[config.mk]
export PLATFORM = sky130hd
export DESIGN_NAME = pipeline_hazard_ctrl
export DESIGN_NICKNAME = d
export VERILOG_FILES = /design/src/rtl/core_pkg.sv /design/src/rtl/pipeline_hazard_ctrl_sat_counter.sv /design/src/rtl/pipeline_hazard_ctrl.sv
export SDC_FILE = /design/constraint.sdc
export NUM_CORES = 1
export LEC_CHECK = 0
export CAP_MARGIN = 10
export CELL_PAD_IN_SITES_DETAIL_PLACEMENT = 0
export CELL_PAD_IN_SITES_GLOBAL_PLACEMENT = 1
export CORE_UTILIZATION = 35
export DETAILED_ROUTE_END_ITERATION = 10
export PLACE_DENSITY_LB_ADDON = 0.1
export SLEW_MARGIN = 20
export SYNTH_ARGS = -nofsm -noshare
export SYNTH_HDL_FRONTEND = slang
export SYNTH_HIERARCHICAL = 1
export SYNTH_SLANG_ARGS = --single-unit
[constraint.sdc]
create_clock -name clk -period 2.6 [get_ports clk]
set_input_delay 0.39 -clock clk [delete_from_list [all_inputs] [get_ports clk]]
set_output_delay 0.39 -clock clk [all_outputs]
set_load 0.01 [all_outputs]
[src/rtl/core_pkg.sv]
// Shared definitions for the core pipeline: register index width, controller
// states and the opcode constants the decoder uses to classify instructions.
package core_pkg;

  localparam int unsigned REG_W = 5;

  typedef enum logic [1:0] {
    RUN,
    LD_STALL,
    MEM_WAIT
  } ctrl_state_t;

  localparam logic [5:0] OP_LOAD  = 6'h23;
  localparam logic [5:0] OP_STORE = 6'h2b;
  localparam logic [5:0] OP_BEQ   = 6'h04;
  localparam logic [5:0] OP_BNE   = 6'h05;
  localparam logic [5:0] OP_JAL   = 6'h03;

  function automatic logic op_is_load(input logic [5:0] op);
    return op == OP_LOAD;
  endfunction

  function automatic logic op_is_branch(input logic [5:0] op);
    return (op == OP_BEQ) || (op == OP_BNE) || (op == OP_JAL);
  endfunction

endpackage

[src/rtl/pipeline_hazard_ctrl_sat_counter.sv]
// Saturating event counter with synchronous active-high clear.
module sat_counter #(
  parameter int unsigned CNT_W = 16
) (
  input  logic             clk,
  input  logic             rst,
  input  logic             inc,
  output logic [CNT_W-1:0] count
);

  always_ff @(posedge clk) begin
    if (rst) begin
      count <= '0;
    end else if (inc && (count != {CNT_W{1'b1}})) begin
      count <= count + 1'b1;
    end
  end

endmodule

[src/rtl/pipeline_hazard_ctrl.sv]
// Central hazard controller for the 5-stage pipe: load-use bubbles, taken-branch
// squashes and data-memory wait freezes, plus stall/flush performance counters.
module pipeline_hazard_ctrl
  import core_pkg::*;
#(
  parameter int unsigned REG_W    = 5,
  parameter int unsigned LOAD_LAT = 1,
  parameter int unsigned CNT_W    = 16
) (
  input  logic             clk,
  input  logic             rst,
  input  logic             id_valid,
  input  logic [REG_W-1:0] id_rn,
  input  logic [REG_W-1:0] id_rm,
  input  logic             id_use_rn,
  input  logic             id_use_rm,
  input  logic             ex_valid,
  input  logic [REG_W-1:0] ex_rd,
  input  logic             ex_is_load,
  input  logic             ex_branch_taken,
  input  logic             mem_req,
  input  logic             mem_ack,
  output logic             pc_en,
  output logic             pc_sel,
  output logic             if_id_en,
  output logic             if_id_flush,
  output logic             id_ex_en,
  output logic             id_ex_flush,
  output logic             ex_mem_en,
  output logic [CNT_W-1:0] stall_cnt,
  output logic [CNT_W-1:0] flush_cnt
);

  localparam logic [2:0] BUB_INIT = 3'(LOAD_LAT - 1);

  ctrl_state_t state_q, state_d;
  ctrl_state_t ret_q, ret_d;
  logic [2:0]  bub_q, bub_d;
  logic        load_use;
  logic        mem_wait;
  logic        flush_ev;

  assign load_use = id_valid && ex_valid && ex_is_load && (ex_rd != '0) &&
                    ((id_use_rn && (id_rn == ex_rd)) || (id_use_rm && (id_rm == ex_rd)));
  assign mem_wait = mem_req && !mem_ack;

  always_comb begin
    pc_en       = 1'b1;
    pc_sel      = 1'b0;
    if_id_en    = 1'b1;
    if_id_flush = 1'b0;
    id_ex_en    = 1'b1;
    id_ex_flush = 1'b0;
    ex_mem_en   = 1'b1;
    flush_ev    = 1'b0;
    state_d     = state_q;
    ret_d       = ret_q;
    bub_d       = bub_q;

    if (rst) begin
      pc_en       = 1'b0;
      if_id_en    = 1'b0;
      id_ex_en    = 1'b0;
      ex_mem_en   = 1'b0;
      if_id_flush = 1'b1;
      id_ex_flush = 1'b1;
    end else begin
      unique case (state_q)
        RUN: begin
          if (mem_wait) begin
            {pc_en, if_id_en, id_ex_en, ex_mem_en} = 4'b0000;
            ret_d   = RUN;
            state_d = MEM_WAIT;
          end else if (ex_valid && ex_branch_taken) begin
            // ID instruction is squashed, so a coincident load-use is moot
            pc_sel      = 1'b1;
            if_id_flush = 1'b1;
            id_ex_flush = 1'b1;
            flush_ev    = 1'b1;
          end else if (load_use) begin
            pc_en       = 1'b0;
            if_id_en    = 1'b0;
            id_ex_flush = 1'b1;
            bub_d       = BUB_INIT;
            if (LOAD_LAT > 1) state_d = LD_STALL;
          end
        end
        LD_STALL: begin
          if (mem_wait) begin
            {pc_en, if_id_en, id_ex_en, ex_mem_en} = 4'b0000;
            ret_d   = LD_STALL;
            state_d = MEM_WAIT;
          end else begin
            pc_en       = 1'b0;
            if_id_en    = 1'b0;
            id_ex_flush = 1'b1;
            bub_d       = bub_q - 1'b1;
            if (bub_q <= 3'd1) state_d = RUN;
          end
        end
        MEM_WAIT: begin
          if (!mem_ack) begin
            {pc_en, if_id_en, id_ex_en, ex_mem_en} = 4'b0000;
          end else begin
            state_d = ret_q;
          end
        end
        default: state_d = RUN;
      endcase
    end
  end

  always_ff @(posedge clk) begin
    if (rst) begin
      state_q <= RUN;
      ret_q   <= RUN;
      bub_q   <= '0;
    end else begin
      state_q <= state_d;
      ret_q   <= ret_d;
      bub_q   <= bub_d;
    end
  end

  sat_counter #(.CNT_W(CNT_W)) u_stall_cnt (
    .clk   (clk),
    .rst   (rst),
    .inc   (!pc_en),
    .count (stall_cnt)
  );

  sat_counter #(.CNT_W(CNT_W)) u_flush_cnt (
    .clk   (clk),
    .rst   (rst),
    .inc   (flush_ev),
    .count (flush_cnt)
  );

endmodule

# Yosys cells after proc, flatten, opt, wreduce, memory -nomap -nowiden
# Cells that the tools add are included.
[totals] ff_bits=39 in_bits=25 output_inout_bits=39 elab_cells=75
[classes] n_addsub=3 n_lt_le_gt_ge=1 eq_ne=14 mux=32 reduce_logical=20
[ops] cell="$add A16 B1 Y16 const B" n=2
[ops] cell="$ne A16 B16 Y1 const B" n=2
[ops] cell="$mux W1" n=16
[ops] cell="$ne A2 B2 Y1 const B" n=7
[ops] cell="$mux W2" n=6
[ops] cell="$mux W3" n=4
[ops] cell="$eq A5 B5 Y1" n=2
[ops] cell="$logic_and A1 B1 Y1" n=10
[ops] cell="$pmux W2 S3" n=1
[ops] cell="$pmux W3 S2" n=1
[ops] cell="$reduce_and A3 Y1" n=2
[ops] cell="$reduce_and A5 Y1" n=1
[ops] cell="$reduce_bool A5 Y1" n=1
[ops] cell="$pmux W1 S2" n=2
[ops] cell="$pmux W2 S2" n=1
[ops] cell="$le A3 B1 Y1 const B" n=1
[ops] cell="$ne A3 B3 Y1 const B" n=1
[ops] cell="$pmux W1 S3" n=1
[ops] cell="$sub A3 B1 Y3 const B" n=1
[ops] cell="$eq A2 B1 Y1 const B" n=1
[ops] cell="$eq A2 B2 Y1 const B" n=1
[ops] cell="$logic_not A1 Y1" n=2
[ops] cell="$logic_not A2 Y1" n=1
[ops] cell="$reduce_bool A2 Y1" n=1
[ops] cell="2 further kinds" n=2

# Longest topological paths before layout
[logic_depth] ltp_word=11 depth_mapped=9 mapped_depth_nobuf=9

# By module
# Netlist, hierarchy kept.
[by_module_without_submodules] module="sat_counter" n_inst=2 cells_each=99 area_per_inst_um2=848.3
[by_module_without_submodules] module="pipeline_hazard_ctrl" n_inst=1 cells_each=74 area_per_inst_um2=563.0

# Worst setup path before layout
# No wires, ideal clock.
[synth_path] path_type="input to register" startpoint="input port mem_ack" endpoint="register u_flush_cnt.count[7]" setup_time_ns=0.070 t_arrival_ns=2.384 setup_slack_ns=0.146 cell_stages=8 n_path_buf=1 cell_sequence="inv_1 a21oi_1 nand3_1 nor3_1 nand2_1 clkbuf_1 or4_1 a21oi_1"
[synth_via] elab_chain_len=6
[synth_lines] element="start: declaration" line_no="pipeline_hazard_ctrl.sv:22" source="input logic mem_ack,"
[synth_lines] element="$logic_not A1 Y1"
[synth_lines] element="$logic_and A1 B1 Y1" line_no="pipeline_hazard_ctrl.sv:45" source="assign mem_wait = mem_req && !mem_ack;"
[synth_lines] element="$mux W1 (3 in series)"
[synth_lines] element="named net pc_sel" line_no="pipeline_hazard_ctrl.sv:24" source="output logic pc_sel,"
[synth_lines] element="$logic_and A1 B1 Y1" line_no="pipeline_hazard_ctrl_sat_counter.sv:14" source="end else if (inc && (count != {CNT_W{1'b1}})) begin"
[synth_lines] element="end signal: assignment" line_no="pipeline_hazard_ctrl_sat_counter.sv:15" source="count <= count + 1'b1;"
[synth_lines] element="end: declaration" line_no="pipeline_hazard_ctrl_sat_counter.sv:8" source="output logic [CNT_W-1:0] count"
# The timed path passes the listed nets, and every way through them passes these cells.
# A chain may end at the register's enable or synchronous reset.

# Worst setup path after layout
[layout_path] startpoint="input port mem_ack" endpoint="output port pc_sel"
[layout_via] elab_chain_len=5
[layout_lines] element="$logic_not A1 Y1"
[layout_lines] element="$logic_and A1 B1 Y1" line_no="pipeline_hazard_ctrl.sv:45"
[layout_lines] element="$mux W1" line_no="pipeline_hazard_ctrl.sv:70" source="if (mem_wait) begin"
[layout_lines] element="$mux W1" line_no="pipeline_hazard_ctrl.sv:68" source="unique case (state_q)"
[layout_lines] element="$mux W1" line_no="pipeline_hazard_ctrl.sv:60" source="if (rst) begin"
[layout_lines] element="end: declaration" line_no="pipeline_hazard_ctrl.sv:24"
# Every way passes these cells.

==> run metrics <==
status=finished, final reports clean; overall routing resource usage=about 18%; commonest non-fill, non-tap cell in the layout=clkdlybuf4s50_1; Bufs on Longest Clock Path=2; fillers=between 500 and 600; Initial Utilization=37.3%; switching share of total power=between 20% and 30%; fin crit period=roughly 2.5 ns; TritonCTS buffer count=5; Worst VDD drop=between 0.2 and 0.25 mV; Syn Inst Count=roughly 270; Avg Cell Area, Syn=8.31 µm²; vias in the first global route=between 2,000 and 2,500; commonest non-fill, non-tap cells in the layout=47 x clkdlybuf4s50_1, 38 x dfxtp_1, 29 x a21oi_1; CTS HTree Levels=2; GR Util met1=a little under a quarter; syn nets=roughly 300; # port buffers=63; placed cell area=about 3100 µm²; clk slew on worst S/H paths=~0.080 ns; clk sink count=38; crit path DAT=about 2.1 ns; Ys Warns=6; critical path type=input pin to output port; clk root buf=clkbuf_8; Die Ht=approximately 82 µm; HPWL Detailed=4080 µm; post-layout net count=382; GRT overflow=0; post-DR vias/cell=5.39; Max Cap Violations=0; ys flop type=dfxtp_1; leakage=1.23 nW; DR pass1 iterations=4; Detail Route Antenna Nets=0; die area=~6800 µm²; Residual DRC=0; final setup violation count=0; critical path peak fanout=8; via count=2,311; met3 Resource Use GR=2.97%; Design Area, Final=3320 µm²; diodes inserted=0; Core ar.=slightly above 6000 µm²; wire length of the first global-routing pass=approximately 9400 µm; Die W=82.4 µm; wire per inst=approximately 13 µm; Synth Register Bits=38; Critical Path Source Type=input pin; Hold WS=just under 0.5 ns; WP data required=roughly 2.2 ns; initial DRC count=about 110; Max Fclk=between 400 and 500 MHz; Post-synth EDFFs=0; post-synthesis cell area=about 2300 µm²; Synth-to-Final Area Change=46.7%; clk_lat worst skew=just under 0.3 ns; final WL=about 5600 µm; Clock power frac=between 40% and 50%; initial antenna violation count=0; Slew @ Worst Pin=between 0.6 and 0.7 ns; Post-CTS Hold Buffers=0; Comb pwr share=a little under an eighth; FP Rows=28; met2 usage=30.0%; Flop pwr share=43.6%; IO Count=64; period utilization=a little over nine tenths; Yosys cell types=43; layout cell share with drive strength beyond 1=14.4%; CP Capture Type=output port; gr busiest metal=met2; largest net degree at the start of global routing=33; P_int=0.00106 W; CTS tree=yes; Hold WC Path Type=flip-flop to flip-flop; clk_skew=around 0.0081 ns; Pwr Density=approximately 410 nW/µm²; max_slew headroom=about three fifths; Net Sw Power=0.000304 W; final hold vios=0; Slew Viols, Final=0; Async S/R FF share, synth=0%; Final Wtd Congestion=slightly below 0.8; register area share after synthesis=roughly a third
==> cells in the mapped netlist (4+ instances only) <==
library cell / number / share of area [%]
and4_1: 6 / 2.3
nand4_1: 7 / 1.9
nor2b_1: 6 / 1.7
nor2_1: 17 / 2.8
or4_1: 14 / 4.7
a21oi_1: 30 / 6.6
nor4_1: 5 / 1.4
or3_1: 6 / 1.7
inv_1: 9 / 1.5
o31ai_1: 13 / 4.3
xnor2_1: 6 / 2.3
ha_1: 4 / 2.2
nor3_1: 10 / 2.2
xor2_1: 8 / 3.1
o21ai_0: 12 / 2.7
dfxtp_1: 38 / 34
clkbuf_1: 6 / 1.0
nand3_1: 14 / 3.1
nand2_1: 16 / 2.7
==> flip-flops by register name, summed over array words and instances (netlist names) <==
register,flops
ret_q,1
state_q,2
bub_q,3
u_flush_cnt/count,16
u_stall_cnt/count,16
==> stage by stage <==
stage	power (W)	setup WS, ns	TNS (ns)	std cells	utilization, %
floorplan	0.000668	0.146	0	272	-
global placement	0.000760	-0.320	-3.74	420	51.1
detailed placement	0.000760	-0.455	-5.63	420	51.1
CTS	0.00138	0.0269	0	428	53.8
global route	0.00142	-0.0112	-0.0112	429	54.7
finish	0.00136	0.138	0	429	54.7
==> cell type report <==
type | count | area [µm²] | area share, %
inverters | 9 | 33.8 | 1.02
multi-input cells | 213 | 1460 | 44.0
flip-flops and latches | 38 | 761 | 22.9
repair buffers | 86 | 830 | 25.0
clock inverters | 3 | 68.8 | 2.08
clock buffers | 5 | 68.8 | 2.08
well taps | 75 | 93.8 | 2.83
==> path summary, 6_finish.rpt <==
kind	from	endpoint	slack, ns	cells after the start
worst max-delay path	mem_ack	pc_sel	0.14	7
worst min-delay path	ret_q[0]$_SDFFE_PP0P_	ret_q[0]$_SDFFE_PP0P_	0.49	2
worst max register to register	state_q[0]$_SDFFE_PP0P_	u_stall_cnt/count[12]$_SDFFE_PP0P_	0.53	8
worst min register to register	ret_q[0]$_SDFFE_PP0P_	ret_q[0]$_SDFFE_PP0P_	0.49	2
==> what timing repair did <==
action | in CTS | in global routing
setup buffers | 0 | 1
endpoints found under the setup margin | 12 | 17
gates resized for setup | 11 | 19
pin swaps | 5 | 7
==> cell families (layout without fill, tap and decap cells) <==
| logic type | Yosys count | in the layout | share of synthesized area [%] |
|---|---|---|---|
| buffers and inverters | 21 | 103 | 3.93 |
| AOI/OAI and AO/OA | 70 | 70 | 19.0 |
| muxes | 4 | 4 | 1.88 |
| and+or+nand+nor | 121 | 121 | 33.8 |
| adders and majority gates | 4 | 4 | 2.21 |
| xor gates and xnor gates | 14 | 14 | 5.43 |
| DFF | 38 | 38 | 33.7 |
==> power by group through the flow <==
stage | Sequential, W | Combinational, W | Clock [W]
2_1_floorplan | 0.000608 | 0.0000596 | 0
3_3_place_gp | 0.000608 | 0.000152 | 0
3_5_place_dp | 0.000607 | 0.000153 | 0
4_1_cts | 0.000594 | 0.000155 | 0.000633
5_1_grt | 0.000596 | 0.000171 | 0.000652
6_report | 0.000594 | 0.000156 | 0.000613
==> worst max-delay path, cell delays in order <==
cell and delay [ns]:
clkdlybuf4s50_1 0.47, inv_1 0.06, a21oi_2 0.16, nand3_1 0.13, nor3_2 0.14, buf_4 0.18, clkdlybuf4s50_1 0.53
==> layer usage <==
metal  part of all wire, %  wire, µm  vias to the layer above
met4                   1.4        80                        0
li1                      -         -                     1193
met5                     0         0                        -
met1                    49      2760                     1065
met3                   3.1       173                        9
met2                    46      2600                       44
(Power assumes the default switching activity.)
